### src/rtl/regfile_write_arbiter.sv
// regfile_write_arbiter
//   Shares the single register-file write port between the writeback stage (WB)
//   and a multi-cycle execution unit (MC). WB always wins and is never stalled.
//   MC results that lose arbitration wait in a small in-order queue. The block
//   also flags decode RAW hazards against live queued MC results.
//
// Ports
//   clk, rst               clock, asynchronous active-high reset
//   wb_valid/wb_rd/wb_data WB write request (rd==0 is ignored)
//   mc_valid/mc_rd/mc_data MC result; mc_ready is the accept handshake
//   rs_addr, rt_addr       decode source registers; raw_stall flags a hazard
//   regWriteEn/writeR/writeData  registered write port; the register file
//                          samples it on the falling edge
//   q_count                occupied queue slots, live or dead

// One queue slot. A slot is loaded on push and goes dead when it is popped
// or when WB writes the same register. Unoccupied slots are always dead,
// so the hazard match can look at every slot without checking occupancy.
module regfile_wa_entry #(
  parameter int ADDR_W = 5,
  parameter int DATA_W = 32
) (
  input  logic              clk,
  input  logic              rst,
  input  logic              setEn,
  input  logic              setLive,
  input  logic [ADDR_W-1:0] setRd,
  input  logic [DATA_W-1:0] setData,
  input  logic              clrEn,
  input  logic              killEn,
  input  logic [ADDR_W-1:0] killRd,
  input  logic [ADDR_W-1:0] rsAddr,
  input  logic [ADDR_W-1:0] rtAddr,
  output logic              live,
  output logic [ADDR_W-1:0] rd,
  output logic [DATA_W-1:0] data,
  output logic              hit
);
  always_ff @(posedge clk or posedge rst) begin
    if (rst) begin
      live <= 1'b0;
      rd   <= '0;
      data <= '0;
    end else if (setEn) begin
      live <= setLive;
      rd   <= setRd;
      data <= setData;
    end else if (clrEn || (killEn && rd == killRd)) begin
      live <= 1'b0;
    end
  end

  assign hit = live && ((rsAddr != '0 && rd == rsAddr) ||
                        (rtAddr != '0 && rd == rtAddr));
endmodule

module regfile_write_arbiter #(
  parameter int DEPTH  = 2,
  parameter int ADDR_W = 5,
  parameter int DATA_W = 32
) (
  input  logic                     clk,
  input  logic                     rst,
  input  logic                     wb_valid,
  input  logic [ADDR_W-1:0]        wb_rd,
  input  logic [DATA_W-1:0]        wb_data,
  input  logic                     mc_valid,
  input  logic [ADDR_W-1:0]        mc_rd,
  input  logic [DATA_W-1:0]        mc_data,
  output logic                     mc_ready,
  input  logic [ADDR_W-1:0]        rs_addr,
  input  logic [ADDR_W-1:0]        rt_addr,
  output logic                     raw_stall,
  output logic                     regWriteEn,
  output logic [ADDR_W-1:0]        writeR,
  output logic [DATA_W-1:0]        writeData,
  output logic [$clog2(DEPTH):0]   q_count
);
  localparam int PW = $clog2(DEPTH);
  localparam int CW = PW + 1;

  logic [PW-1:0] headPtr, tailPtr;

  logic [DEPTH-1:0]             entLive, entHit, entSet, entClr;
  logic [DEPTH-1:0][ADDR_W-1:0] entRd;
  logic [DEPTH-1:0][DATA_W-1:0] entData;

  logic wbReq, mcAcc, qEmpty, pop, bypass, push, pushLive;
  logic              headLive;
  logic [ADDR_W-1:0] headRd;
  logic [DATA_W-1:0] headData;

  assign mc_ready = (q_count < CW'(DEPTH));
  assign wbReq    = wb_valid && (wb_rd != '0);
  assign mcAcc    = mc_valid && mc_ready;
  assign qEmpty   = (q_count == '0);

  // Priority: WB, then queue head, then MC bypass. MC with rd==0 is
  // accepted but neither pushed nor bypassed.
  assign pop      = !wbReq && !qEmpty;
  assign bypass   = !wbReq && qEmpty && mcAcc && (mc_rd != '0);
  assign push     = mcAcc && (mc_rd != '0) && !bypass;
  // A result racing a WB write to the same register is already stale.
  assign pushLive = !(wbReq && mc_rd == wb_rd);

  assign headLive = entLive[headPtr];
  assign headRd   = entRd[headPtr];
  assign headData = entData[headPtr];

  assign raw_stall = |entHit;

  for (genvar g = 0; g < DEPTH; g++) begin : gEnt
    assign entSet[g] = push && (tailPtr == PW'(g));
    assign entClr[g] = pop  && (headPtr == PW'(g));

    regfile_wa_entry #(.ADDR_W(ADDR_W), .DATA_W(DATA_W)) uEnt (
      .clk     (clk),
      .rst     (rst),
      .setEn   (entSet[g]),
      .setLive (pushLive),
      .setRd   (mc_rd),
      .setData (mc_data),
      .clrEn   (entClr[g]),
      .killEn  (wbReq),
      .killRd  (wb_rd),
      .rsAddr  (rs_addr),
      .rtAddr  (rt_addr),
      .live    (entLive[g]),
      .rd      (entRd[g]),
      .data    (entData[g]),
      .hit     (entHit[g])
    );
  end

  always_ff @(posedge clk or posedge rst) begin
    if (rst) begin
      headPtr <= '0;
      tailPtr <= '0;
      q_count <= '0;
    end else begin
      if (push) tailPtr <= tailPtr + PW'(1);
      if (pop)  headPtr <= headPtr + PW'(1);
      if (push && !pop)      q_count <= q_count + CW'(1);
      else if (pop && !push) q_count <= q_count - CW'(1);
    end
  end

  // Write port register. A dead head still consumes the pop slot but
  // leaves address/data untouched.
  always_ff @(posedge clk or posedge rst) begin
    if (rst) begin
      regWriteEn <= 1'b0;
      writeR     <= '0;
      writeData  <= '0;
    end else if (wbReq) begin
      regWriteEn <= 1'b1;
      writeR     <= wb_rd;
      writeData  <= wb_data;
    end else if (pop) begin
      regWriteEn <= headLive;
      if (headLive) begin
        writeR    <= headRd;
        writeData <= headData;
      end
    end else if (bypass) begin
      regWriteEn <= 1'b1;
      writeR     <= mc_rd;
      writeData  <= mc_data;
    end else begin
      regWriteEn <= 1'b0;
    end
  end
endmodule

### config.mk
export PLATFORM = sky130hd
export DESIGN_NAME = regfile_write_arbiter
export DESIGN_NICKNAME = d
export VERILOG_FILES = /design/src/rtl/regfile_write_arbiter.sv
export SDC_FILE = /design/constraint.sdc
export NUM_CORES = 1
export LEC_CHECK = 0
export ABC_CLOCK_PERIOD_IN_PS = 4700
export CORE_MARGIN = 1.5
export CORE_UTILIZATION = 51
export DETAILED_ROUTE_END_ITERATION = 8
export GPL_ROUTABILITY_DRIVEN = 0
export GPL_TIMING_DRIVEN = 1
export PLACE_DENSITY_LB_ADDON = 0.12
export SETUP_SLACK_MARGIN = 0.5
export SLEW_MARGIN = 10
export SYNTH_ARGS = -nofsm -noshare
export SYNTH_HDL_FRONTEND = slang
export SYNTH_SLANG_ARGS = --single-unit
### constraint.sdc
create_clock -name clk -period 4.7 [get_ports clk]
set_input_delay 0.705 -clock clk [delete_from_list [all_inputs] [get_ports clk]]
set_output_delay 0.705 -clock clk [all_outputs]
set_load 0.02 [all_outputs]
==> impl_metrics.csv <==
group,metric,value,unit
routing,drtPass1Iterations,4,
critical_path,critical_path.endpoint_type,"output pin",
global_route,grt_usage,24.6,%
global_route,grt_pass1_wl,24300,um
placed_design,place_inst,786,
layout,drive_above_1_share,16.6,%
routing,route.detailed.drc,0,
power_and_ir_drop,p_comb_share,42.3,%
logic_synthesis,syn-num-nets,632,
sta,max_freq,284,MHz
power_and_ir_drop,power-per-cell-area,681,nW/um^2
layout,num_antenna_cells,0,
cts,cts_root_buf,"clkbuf_16",
power_and_ir_drop,leakagePower,0.00333,uW
floorplan,io_pins,130,
power_and_ir_drop,seqPwrFrac,35.5,%
floorplan,coreArea,11500,sq um
layout,layout_commonest_cell,"clkdlybuf4s50_1",
floorplan,die_h,112,um
power_and_ir_drop,clkPwrFrac,22.2,%
logic_synthesis,ys_warn_count,0,
sta,fin_crit,3.52,ns
cts,cts_buffers,17,
critical_path,arrival,2.81,ns
cts,clockBufferDepth,2,
job,drv_cap,0,
cts,cts_setup_buffers,0,
logic_synthesis,ys_ff_latch,118,
logic_synthesis,syn_area,6040,sq um
routing,antenna_left,0,
power_and_ir_drop,ir_drop,0.371,mV
floorplan,rows,39,
critical_path,cp.required,3.99,ns
sta,worstMarginPinSlew,0.771,ns
sta,rsz0062_at_grt,"no",
critical_path,crit_chain,"clkdlybuf4s50_1 > or4_1 > nor2_1 > nor4_1 > o21ai_0 > nand2_1 > clkdlybuf4s50_1",
critical_path,startpoint_type,"primary input",
logic_synthesis,synth_flop_cell,"dfrtp_1",
logic_synthesis,async_flop_share,100,%
layout,mostFrequentLayoutCells,"129 x clkdlybuf4s50_1, 117 x dfrtp_1, 47 x mux2_2",
floorplan,fp.dieArea,12500,sq um
outcome,status,"completed",
cts,cts_tree,"done",
hold_path,hold_path_class,"register to register",
layout,fin_cells,817,
sta,finalHoldViolCount,0,
layout,final_nets,751,
power_and_ir_drop,switching_share,35.9,%
sta,min_period_over_period,74.9,%
critical_path,worstPathMaxFanout,3,
routing,wirelength,14400,um
sta,finalSetupTns,0,ns
critical_path,max_stage_delay,0.55,ns
cts,ctsResizeCount,0,
placed_design,io_buffers,129,
critical_path,path_class,"primary input to output pin",
global_route,overflow,0,
routing,vias_per_cell,5.59,
sta,setup-violations-final,0,
global_route,grt_start_max_net_pins,59,
cts,hold_buffers,0,
layout,final_area,7930,sq um
cts,worstSkewPairLatency,0.42,ns
global_route,grt_pass1_vias,4826,
routing,wl_per_cell,17.7,um
floorplan,die_w,112,um
power_and_ir_drop,p_int,3460,uW
sta,relSlewSlack,48.6,%
critical_path,ff2ff_path_depth,6,
layout,syn2layout_area_growth,31.4,%
placed_design,hpwlAfterDp,9510,um
critical_path,worst_path_max_delay_cell,"or4_1",
cts,cts.sinks,118,
routing,num_vias,4571,
sta,slew_viol_final,0,
logic_synthesis,yosysUniqueCellTypes,33,
placed_design,place_area,7390,sq um
global_route,grt_antenna_before_repair,0,
cts,clkTransAtPathRegs,0.05,ns
hold_path,hold-path-cell-count,2,
logic_synthesis,seq_area_frac_synth,48.9,%
critical_path,critPathMostFrequentCell,"clkdlybuf4s50_1",
cts,htreeDepth,4,
floorplan,start_util,52.6,%
routing,drt-initial-drc-count,281,
sta,skew,0.0113,ns
power_and_ir_drop,p_switching,1940,uW
logic_synthesis,synth_edf_count,0,
logic_synthesis,syn_inst,543,
logic_synthesis,avgSynthCellArea,11.1,sq um
[cells by family after synthesis]
logic type	after synthesis	share of synthesized area (%)
flip-flops	118	48.9
XOR/XNOR	40	5.80
AO/OA/AOI/OAI	120	11.9
multiplexers	113	21.5
buffers and inverters	42	4.12
adder cells (fa/ha/maj)	1	0.207
AND/OR/NAND/NOR	109	7.56
[synthesized netlist by cell type, types with 4 or more instances]
library cell | n | share of area [%]
nor3_1 | 5 | 0.41
xnor2_1 | 20 | 2.9
nor4_1 | 4 | 0.41
mux2_2 | 47 | 8.8
mux2i_1 | 39 | 6.5
a211oi_1 | 37 | 4.6
buf_6 | 8 | 1.5
xor2_1 | 20 | 2.9
nor2_1 | 45 | 2.8
mux2_1 | 8 | 1.5
nand2_1 | 41 | 2.5
o21ai_0 | 37 | 3.1
buf_2 | 4 | 0.33
clkbuf_1 | 20 | 1.2
mux2_4 | 19 | 4.7
buf_4 | 7 | 0.87
a21oi_1 | 39 | 3.2
nand3_1 | 6 | 0.50
dfrtp_1 | 118 | 49
[registers in the layout, summed over array words and instances, names as in the netlist]
name            count
gEnt.uEnt.rd       10
gEnt.uEnt.data     64
regWriteEn          1
writeData          32
gEnt.uEnt.live      2
tailPtr             1
headPtr             1
q_count             2
writeR              5
[path summary, 6_finish.rpt]
kind                                    start            end  slack, ns
max in group asynchronous                 rst        headPtr       3.06
worst max register to register        headPtr  writeData[16]       2.22
worst max-delay path               rt_addr[1]      raw_stall       1.18
worst min register to register  writeData[15]  writeData[15]       0.48
worst min-delay path            writeData[15]  writeData[15]       0.48
min in group asynchronous                 rst  writeData[13]       0.69
[layer usage]
layer  wire, um  track usage (%)  vias to the layer above
met5          0                0                        -
met4        201             8.69                        0
met3        694             6.21                       16
met2       7210             40.3                      116
met1       6320             32.0                     2268
li1           -                -                     2171
[layout make-up]
type	instances	area [sq um]
fill	918	3530
sequential	118	2950
multi-input combinational	383	2860
timing repair buffer	139	1380
clock buffer	22	464
tap	143	179
clock inverter	9	80.1
inverter	3	13.8
[power groups by stage]
| stage | logic [uW] | clock network, uW | registers [uW] |
|---|---|---|---|
| after floorplan | 1440 | 0 | 2010 |
| after global placement | 2230 | 0 | 1890 |
| after detailed placement | 2290 | 0 | 1930 |
| after CTS | 2310 | 1210 | 1920 |
| after global routing | 2490 | 1260 | 1990 |
| final | 2290 | 1200 | 1920 |
[per-stage QoR]
stage / total power, uW / hold slack (ns) / utilization (%) / worst slack, ns
3_3_place_gp: 4120 / 0.462 / 64.4 / 1.30
4_1_cts: 5440 / 0.483 / 69.2 / 1.25
2_1_floorplan: 3450 / 0.464 / - / 0.866
3_5_place_dp: 4210 / 0.471 / 64.4 / 1.24
6_report: 5400 / 0.479 / 69.2 / 1.18
5_1_grt: 5740 / 0.499 / 69.2 / 1.04
[critical path, delay by kind of cell]
kind                   cells  cell delay (ns)
buffers and inverters      2             1.01
and+or+nand+nor            4             0.88
AOI/OAI and AO/OA          1             0.22
Power figures use the tool's default switching activity.
